File: src/rtl/comparador_serial_iterativo.sv
// Bit-serial A/B magnitude comparator: evaluates one comparator cell per clock,
// scanning LSB-first or MSB-first, with a start/busy/done handshake.
`timescale 1ns/1ps

module comparador_serial_iterativo #(
    parameter int N          = 8,
    parameter int DIR        = 0,
    parameter int EARLY_EXIT = 0
) (
    input  logic                     clk,
    input  logic                     rst_n,
    input  logic                     start,
    input  logic [1:0]               modo,
    input  logic [N-1:0]             A,
    input  logic [N-1:0]             B,
    output logic                     busy,
    output logic                     done,
    output logic                     Zout,
    output logic [1:0]               rel,
    output logic [$clog2(N+1)-1:0]   ciclos
);

    localparam int IW = $clog2(N);
    localparam int CW = $clog2(N+1);

    localparam logic [IW-1:0] IDX_FIRST = (DIR == 0) ? '0 : IW'(N-1);
    localparam logic [IW-1:0] IDX_LAST  = (DIR == 0) ? IW'(N-1) : '0;
    localparam bit            EXIT_ON   = (DIR != 0) && (EARLY_EXIT != 0);

    typedef enum logic [1:0] {
        S_IDLE  = 2'b00,
        S_SHIFT = 2'b01,
        S_DONE  = 2'b10
    } state_t;

    typedef enum logic [1:0] {
        REL_EQ = 2'b00,
        REL_LT = 2'b01,
        REL_GT = 2'b10
    } rel_t;

    state_t          state_q, state_d;
    logic [N-1:0]    a_q, a_d;
    logic [N-1:0]    b_q, b_d;
    logic [1:0]      modo_q, modo_d;
    logic [IW-1:0]   idx_q, idx_d;
    rel_t            acc_q, acc_d;
    logic [CW-1:0]   cnt_q, cnt_d;
    rel_t            rel_q, rel_d;
    logic [CW-1:0]   ciclos_q, ciclos_d;
    logic            zout_q, zout_d;

    logic            bit_a, bit_b, differ, last_cell;
    rel_t            cell_rel;

    function automatic logic rel_holds(input rel_t r, input logic [1:0] m);
        case (m)
            2'b00:   return r != REL_GT;
            2'b01:   return r == REL_LT;
            2'b10:   return r == REL_EQ;
            default: return r != REL_LT;
        endcase
    endfunction

    // One comparator cell: LSB-first lets higher bits overwrite, MSB-first freezes the first decision.
    always_comb begin
        bit_a    = a_q[idx_q];
        bit_b    = b_q[idx_q];
        differ   = bit_a ^ bit_b;
        cell_rel = acc_q;
        if (differ && ((DIR == 0) || (acc_q == REL_EQ))) begin
            cell_rel = bit_a ? REL_GT : REL_LT;
        end
        last_cell = (idx_q == IDX_LAST) || (EXIT_ON && differ);
    end

    // NOTE: every next-state signal takes its current value first, so no path leaves it unassigned and no latch is inferred.
    always_comb begin
        state_d  = state_q;
        a_d      = a_q;
        b_d      = b_q;
        modo_d   = modo_q;
        idx_d    = idx_q;
        acc_d    = acc_q;
        cnt_d    = cnt_q;
        rel_d    = rel_q;
        ciclos_d = ciclos_q;
        zout_d   = zout_q;

        case (state_q)
            S_IDLE: begin
                if (start) begin
                    a_d     = A;
                    b_d     = B;
                    modo_d  = modo;
                    idx_d   = IDX_FIRST;
                    acc_d   = REL_EQ;
                    cnt_d   = '0;
                    state_d = S_SHIFT;
                end
            end
            S_SHIFT: begin
                acc_d = cell_rel;
                cnt_d = cnt_q + CW'(1);
                if (last_cell) begin
                    rel_d    = cell_rel;
                    ciclos_d = cnt_q + CW'(1);
                    zout_d   = rel_holds(cell_rel, modo_q);
                    state_d  = S_DONE;
                end else if (DIR == 0) begin
                    idx_d = idx_q + IW'(1);
                end else begin
                    idx_d = idx_q - IW'(1);
                end
            end
            S_DONE: begin
                state_d = S_IDLE;
            end
            default: begin
                state_d = S_IDLE;
            end
        endcase
    end

    // NOTE: state registers use non-blocking assignments so all of them update together from pre-edge values.
    always_ff @(posedge clk or negedge rst_n) begin
        if (!rst_n) begin
            state_q  <= S_IDLE;
            a_q      <= '0;
            b_q      <= '0;
            modo_q   <= '0;
            idx_q    <= '0;
            acc_q    <= REL_EQ;
            cnt_q    <= '0;
            rel_q    <= REL_EQ;
            ciclos_q <= '0;
            zout_q   <= 1'b0;
        end else begin
            state_q  <= state_d;
            a_q      <= a_d;
            b_q      <= b_d;
            modo_q   <= modo_d;
            idx_q    <= idx_d;
            acc_q    <= acc_d;
            cnt_q    <= cnt_d;
            rel_q    <= rel_d;
            ciclos_q <= ciclos_d;
            zout_q   <= zout_d;
        end
    end

    assign busy   = (state_q != S_IDLE);
    assign done   = (state_q == S_DONE);
    assign Zout   = zout_q;
    assign rel    = rel_q;
    assign ciclos = ciclos_q;

endmodule

File: config.mk
export PLATFORM = sky130hd
export DESIGN_NAME = comparador_serial_iterativo
export DESIGN_NICKNAME = d
export VERILOG_FILES = /design/src/rtl/comparador_serial_iterativo.sv
export SDC_FILE = /design/constraint.sdc
export NUM_CORES = 1
export LEC_CHECK = 0
export BUFFER_PORTS_ARGS = -buffer_cell sky130_fd_sc_hd__buf_2
export CORE_AREA = 2 2 65 67
export DETAILED_ROUTE_END_ITERATION = 16
export DIE_AREA = 0 0 67 69
export SLEW_MARGIN = 25
export SYNTH_ARGS = -nofsm -noshare
export SYNTH_HDL_FRONTEND = slang
export SYNTH_SLANG_ARGS = --single-unit
File: constraint.sdc
create_clock -name clk -period 2.7 [get_ports clk]
set_clock_uncertainty 0.15 [all_clocks]
set_input_delay 0.27 -clock clk [delete_from_list [all_inputs] [get_ports clk]]
set_output_delay 0.27 -clock clk [all_outputs]
set_load 0.1 [all_outputs]
**Word level (Yosys, flattened, before mapping)**

Cells that the tools add are included.

- Register bits after elaboration: 36
- Input bits: 21
- Output and inout port bits: 9
- Word-level logic and storage cells: 52

- $add $sub $neg: 2
- $lt $le $gt $ge: 1
- Equality and inequality tests: 11
- Mux-type cells: 17
- Bitwise operators: 1
- Reduce and logical (&&, ||, !) cells: 10

Operators with widths:

| cell | number |
|---|---|
| $mux W2 | 5 |
| $ne A2 B2 Y1 const B | 4 |
| $pmux W2 S2 | 2 |
| $pmux W4 S2 | 1 |
| $reduce_and A2 Y1 | 4 |
| $bmux W1 S3 | 2 |
| $eq A2 B1 Y1 const B | 3 |
| $logic_not A2 Y1 | 3 |
| $mux W3 | 2 |
| $pmux W3 S2 | 1 |
| $add A4 B1 Y4 const B | 1 |
| $eq A2 B2 Y1 const B | 2 |
| $lt A3 B4 Y1 const B | 1 |
| $mux W4 | 1 |
| $reduce_bool A2 Y1 | 2 |
| $add A3 B1 Y3 const B | 1 |
| $eq A3 B3 Y1 const B | 1 |
| $pmux W1 S3 | 1 |
| $reduce_and A3 Y1 | 1 |
| $mux W1 | 2 |
| $ne A2 B1 Y1 const B | 1 |
| $xor A1 B1 Y1 | 1 |

**Longest topological paths before layout**

Gate-level depths: netlist of run 1.

- Depth in word-level cells: 6
- Mapped depth: 7
- Mapped depth without buffers: 7

**Least setup slack after synthesis of run 1**

Ideal clock, no wire load.

- Kind: flip-flop to flip-flop
- From: reg state_q[0]
- To: reg a_q[0]
- Library setup time: 0.125 ns
- Arrival: 1.973 ns
- Data required time: 2.425 ns
- Path slack: 0.452 ns
- Stages on the path, launching flop included: 5
- Path buffers: 1
- Clock period less this slack: 2.248 ns
- Cell sequence: dfrtp_1 or2_2 nor2_1 clkbuf_1 mux2_2

- Longest elaborated chain between the ends: 2

RTL lines:

| what | RTL line | source |
|---|---|---|
| start, declared | 42 | `state_t state_q, state_d;` |
| start signal, assigned | 139 | `state_q <= state_d;` |
| $logic_not A2 Y1 | 90 | `case (state_q)` |
| $reduce_and A2 Y1 (no line) | n/a |  |
| end signal, assigned | 129 | `a_q <= '0;` |
| end signal, assigned | 140 | `a_q <= a_d;` |
| end, declared | 43 | `logic [N-1:0] a_q, a_d;` |

Every way passes these cells.
A chain may end at the register's enable or synchronous reset.

**Worst setup path in the final report of run 1**

- From: reg idx_q[0]
- To: reg zout_q (netlist: Zout)

- Longest elaborated chain between the ends: 6
- Elaborated cells between the ends (all ways): 14
- Classes of those cells: eq/ne: 4; mux: 7; bitwise: 1; reduce/logical: 2

RTL lines:

| what | RTL line | source |
|---|---|---|
| start, declared | 46 | `logic [IW-1:0] idx_q, idx_d;` |
| start signal, assigned | 143 | `idx_q <= idx_d;` |
| $bmux W1 S3 (on tied branches) | 67, 68 |  |
| $mux W1 (on tied branches) | 67, 68 |  |
| $mux W2 or $xor A1 B1 Y1 (tied branches) | 72, 69 |  |
| $mux W2 | 71 | `if (differ && ((DIR == 0) \|\| (acc_q == REL_EQ))) begin` |
| $ne A2 B1 Y1 (tied with other cells) | 61 | `default: return r != REL_LT;` |
| $pmux W1 S3 | 57 | `case (m)` |
| end signal, assigned | 148 | `zout_q <= zout_d;` |
| end, declared | 51 | `logic zout_q, zout_d;` |

Parallel ways exist; a longest one is shown, timed or not. The select of a mux whose other input is x is not followed.

==> metrics.yaml, run 1 <==
numCtsBuffers: 5
post_cts_resized: 0
avgSynthCellArea_sq_um: 12.4
final_common_cell: "dfrtp_1"
grt_max_degree: 37
cts_max_path_buffers: 2
worst_slew_pin_slew_ns: 0.772
cts_sinks: 36
synth_nets: 163
wl_per_cell_um: 13.7
relSlewSlack_pct: 48.5
path_class: "reg -> reg"
grt_pass1_wl_um: 5340
maxClockFrequency_ghz: 0.435
whs_ns: 0.0382
ctsHtreeMaxLevel: 2
yosys.area.top_type_share_pct: 53.4
final_cell_mix: "dfrtp_1, buf_2, mux2_2"
crit_buf_inv: 0
vias_per_cell: 5.07
cp_max_fo: 6
seq_area_sq_um: 901
final_nets: 198
die_y_um: 69
cts_tree: "built"
first_global_vias: 1149
diodes: 0
num_vias: 1120
ys_seq_area_share_pct: 53.4
grt_use_total_pct: 15.3
setup_violations: 0
area_growth_pct: 18.2
crit_chain: "mux4_1 > mux2i_4 > nor2_2 > or3_1 > a32o_1"
drt_iter0_drc: 93
drt-total-wl_um: 3030
drcViolationCount: 0
antenna_found_initial: 0
clockRootBuffer: "clkbuf_8"
n_fill_cell: 367
rsz0062_at_grt: "no"
cap_viol_max_count: 0
place_congestion: 0.764
status: "completed"
synthTopCellsByArea: "dfrtp_1, mux2_2, mux4_1, ha_1, o21ai_0"
row_count: 23
syn_area_sq_um: 1690
drt-pass1-iter-count: 4
cts.clk_slew.worst_paths_ns: 0.07
ys_types: 26
place_hpwl_um: 2290
die_w_um: 67
grt_overflow: 0
netlist_instances: 136
ys_ff_latch: 36
hold_violations: 0
start_util_pct: 43.1
slowest_delay_ns: 0.63
critical_path.top_delay_family: "multiplexers"
pin_count: 30
multiInputGateArea_sq_um: 738
cp.required_ns: 2.73
post-route-period-util_pct: 85.1
hold_class: "in -> reg"
core_sq_um: 3910
drive_above_1_share_pct: 36.3
critPathArrivalTime_ns: 2.32
yosysTopAreaCell: "dfrtp_1"
setup_tns_ns: 0
ant_nets: 0
io_buffers: 29
cp_slowest_cell: "mux4_1"
min_period_ns: 2.30
yosysWarnings: 0
clock_latency_ns: 0.28
postLayoutCoreUtil_pct: 51.0
dieArea_sq_um: 4620
endpoint_kind: "register"
slew_viol_final: 0
crit_path_start_kind: "register"
-- metal layers --
metal | GRT usage [%] | vias to the layer above | wire length, um
met2 | 22.9 | 25 | 1500
met1 | 19.4 | 538 | 1320
met3 | 5.06 | 7 | 153
met4 | 8.16 | 0 | 61
li1 | - | 550 | -
met5 | 0 | - | 0
-- registers in the layout (all words and copies together) (netlist names) --
signal and cells:
Zout 1, a_q 8, acc_q 2, b_q 8, ciclos 4, cnt_q 4, idx_q 3, modo_q 2
rel 2, state_q 2
-- path summary, 6_finish.rpt --
path	cells after the start	start	to	slack, ns
worst max-delay path	5	idx_q[0]	Zout	0.40
worst min-delay path	3	modo[0]	modo_q[0]	0.04
worst max register to register	5	idx_q[0]	Zout	0.40
worst min register to register	2	rel[1]	rel[1]	0.32
max in group asynchronous	2	rst_n	a_q[0]	1.45
min in group asynchronous	2	rst_n	ciclos[2]	0.44
-- worst reg2reg max path, cell delays in order (launching register included) --
cell and delay (ns):
dfrtp_1 0.49, mux4_1 0.63, mux2i_4 0.23, nor2_2 0.09, or3_1 0.36, a32o_1 0.25
-- Yosys cell counts, drive strengths merged --
library cell and number:
a211oi 2, a22o 3, a32o 1, a41oi 1, and2 1, buf 1, clkbuf 3, dfrtp 36
ha 6, inv 7, mux2 20, mux2i 1, mux4 4, nand2 17, nand2b 1, nand3 1
nor2 7, nor2b 3, o21ai 15, o221ai 1, o22ai 1, or2 1, or3 1, xnor2 1
xor2 1
-- logic make-up (layout without fill, tap and decap cells) --
group,count (synthesis),in the layout,synth area share (%)
AO/OA/AOI/OAI,24,24,8.90
XOR/XNOR,2,2,1.04
adder cells (fa/ha/maj),6,6,4.45
buffers and inverters,11,46,2.89
flip-flops,36,36,53.4
multiplexers,25,25,20.9
AND/OR/NAND/NOR,32,32,8.45
-- cell type report --
type / count / area share, %
sequential: 36 / 45.2
multi-input combinational: 89 / 37.0
timing repair buffer: 32 / 8.53
clock buffer: 7 / 4.83
tap: 50 / 3.14
inverter: 7 / 1.32
-- per-stage QoR --
| stage | worst slack (ns) | instance area, sq um | cells |
|---|---|---|---|
| after floorplan | 0.452 | 1690 | 136 |
| after global placement | 0.490 | 1890 | 213 |
| after detailed placement | 0.416 | 1890 | 213 |
| after CTS | 0.416 | 1990 | 221 |
| after global routing | 0.334 | 1990 | 221 |
| final | 0.401 | 1990 | 221 |
-- what timing repair did --
| action | CTS | global route |
|---|---|---|
| hold buffers | 1 | 0 |
| setup buffers | 0 | 0 |
| endpoints found under the hold margin | 36 | 0 |
Power of run 1 is left out: the tool's default activity adds up to more than one toggle a clock period on the data nets, which glitch-free logic cannot reach.
==> run 2: changes to the inputs <==
--- a/config.mk
+++ b/config.mk
@@ -9,6 +9,7 @@
 export CORE_AREA = 2 2 65 67
 export DETAILED_ROUTE_END_ITERATION = 16
 export DIE_AREA = 0 0 67 69
+export PLACE_DENSITY = 0.67
 export SLEW_MARGIN = 25
 export SYNTH_ARGS = -nofsm -noshare
 export SYNTH_HDL_FRONTEND = slang
==> constraint.sdc (replaced) <==
create_clock -name clk -period 2.1 [get_ports clk]
set_clock_uncertainty 0.15 [all_clocks]
set_input_delay 0.21 -clock clk [delete_from_list [all_inputs] [get_ports clk]]
set_output_delay 0.21 -clock clk [all_outputs]
set_load 0.1 [all_outputs]
==> run 2 against run 1 <==
The flow now finishes with violations (negative setup slack). First-iteration DRC count is 44% lower. Via count is 4.8% higher. Count of clock-buffer cells in the layout stayed put. Flip-flop and latch count stayed put. Worst hold slack worse by 0.026 ns.
==> metrics.yaml, run 2 (synthesized netlist as in run 1, its figures left out) <==
status: "complete, but fails checks"
failed_checks: "negative setup slack"
wl_per_cell_um: 14.7  # +7.0%
rsz0062_at_grt: "yes"
hold_violations: 0  # unchanged
grt_pass1_wl_um: 5740  # +7.5%
cts.clk_slew.worst_paths_ns: 0.07  # about the same
grt_use_total_pct: 16.5  # +1.2 points
worst_slew_pin_slew_ns: 0.788  # +0.0154 ns
dp.cells: 217  # +1.9%
grt_overflow: 0  # unchanged
area_growth_pct: 22.4
numCtsBuffers: 5  # unchanged
die_w_um: 67  # unchanged
cp_max_fo: 6  # unchanged
drcViolationCount: 0  # unchanged
holdCritStartpoint: "modo[0]"
clock_latency_ns: 0.28  # about the same
drt-total-wl_um: 3330  # +9.9%
maxClockFrequency_ghz: 0.460  # +5.6%
fin_cells: 227  # +2.7%
place_ws_ns: -0.176  # -0.592 ns
grt_max_degree: 37  # unchanged
reg2reg_from: "idx_q[0]"
endpoint_kind: "register"
ctsHtreeMaxLevel: 2  # unchanged
place_hpwl_um: 2470  # +8.1%
place_congestion: 0.790  # +3.4%
vias_per_cell: 5.17  # +2.1%
final_cell_mix: "dfrtp_1, buf_2, mux2_2"
n_fill_cell: 365  # -0.54%
fin_ws_ns: -0.0759  # -0.477 ns
min_period_ns: 2.18  # -0.123 ns
final_nets: 204  # +3.0%
num_vias: 1174  # +4.8%
io_buffers: 29  # unchanged
setup_violations: 1  # +1
crit_chain: "mux4_2 > mux2_4 > and2_4 > a211oi_2 > a32o_1"
pin_count: 30  # unchanged
drive_above_1_share_pct: 42.4  # +6.1 points
antenna_found_initial: 0  # unchanged
core_sq_um: 3910  # unchanged
cts_max_path_buffers: 2  # unchanged
final_common_cell: "dfrtp_1"
post-route-period-util_pct: 104  # +18 points
drt-pass1-iter-count: 5  # +1
drt_iter0_drc: 52  # -44%
hold_class: "in -> reg"
critPathArrivalTime_ns: 2.24  # -0.08 ns
relSlewSlack_pct: 47.5  # -1.0 points
slew_viol_final: 0  # unchanged
clockRootBuffer: "clkbuf_8"
cp_slowest_cell: "mux4_2"
slowest_delay_ns: 0.51  # -0.12 ns
path_class: "reg -> reg"
crit_start: "idx_q[0]"
row_count: 23  # unchanged
diodes: 0  # unchanged
ant_nets: 0  # unchanged
whs_ns: 0.0125  # -0.0257 ns
start_util_pct: 43.1  # unchanged
die_y_um: 69  # unchanged
first_global_vias: 1232  # +7.2%
cap_viol_max_count: 0  # unchanged
cts_tree: "built"
cp.required_ns: 2.16  # -0.57 ns
dieArea_sq_um: 4620  # unchanged
cts_sinks: 36  # unchanged
crit_path_start_kind: "register"
reg_top3: "a_q x8, b_q x8"
==> run 2: cell types whose count changed in the layout (fill, tap and decap cells not counted), sizes merged <==
| cell | change |
|---|---|
| buf | +4 |
| dlygate4sd3 | +2 |
==> run 2: critical path, delay by kind of cell (launching register included) <==
family          cells  cell delay [ns]
compound gates      2             0.52
flops               1             0.44
mux                 2             0.84
simple gates        1             0.16
==> run 2: layout make-up <==
type                       count  area, sq um  area share (%)
sequential                    36          902            43.7
multi-input combinational     89          758            36.7
timing repair buffer          38          220            10.7
clock buffer                   7         96.3            4.66
tap                           50         62.6            3.03
inverter                       7         26.3            1.27
==> run 2: timing repair <==
action,CTS,global route
hold buffers,2,1
resized for setup,7,2
setup endpoints to repair,3,3
pin swaps,5,0
buffers inserted,0,0
hold endpoints to repair,37,1
==> run 2: final timing paths <==
path	cells past startpoint	endpoint	slack, ns
max in group asynchronous	2	idx_q[0]	0.86
worst max register to register	5	Zout	-0.08
min in group asynchronous	2	ciclos[2]	0.39
worst min-delay path	3	modo_q[0]	0.01
worst min register to register	2	ciclos[0]	0.33
worst max-delay path	5	Zout	-0.08
==> run 2: per-layer routing <==
layer / GRT usage (%) / wire (um)
met5: 0 / 0
met4: 7.71 / 77
met3: 5.38 / 201
met2: 27.4 / 1740
met1: 18.6 / 1310
==> run 2: through the flow <==
stage | setup TNS [ns] | util [%] | area (sq um)
after floorplan | 0 | - | 1700
after global placement | -0.0608 | 49.2 | 1930
after detailed placement | -0.256 | 49.2 | 1930
after CTS | -0.0130 | 52.3 | 2050
after global routing | -0.264 | 52.8 | 2070
final | -0.0759 | 52.8 | 2070
Power of run 2 is left out for the same reason.
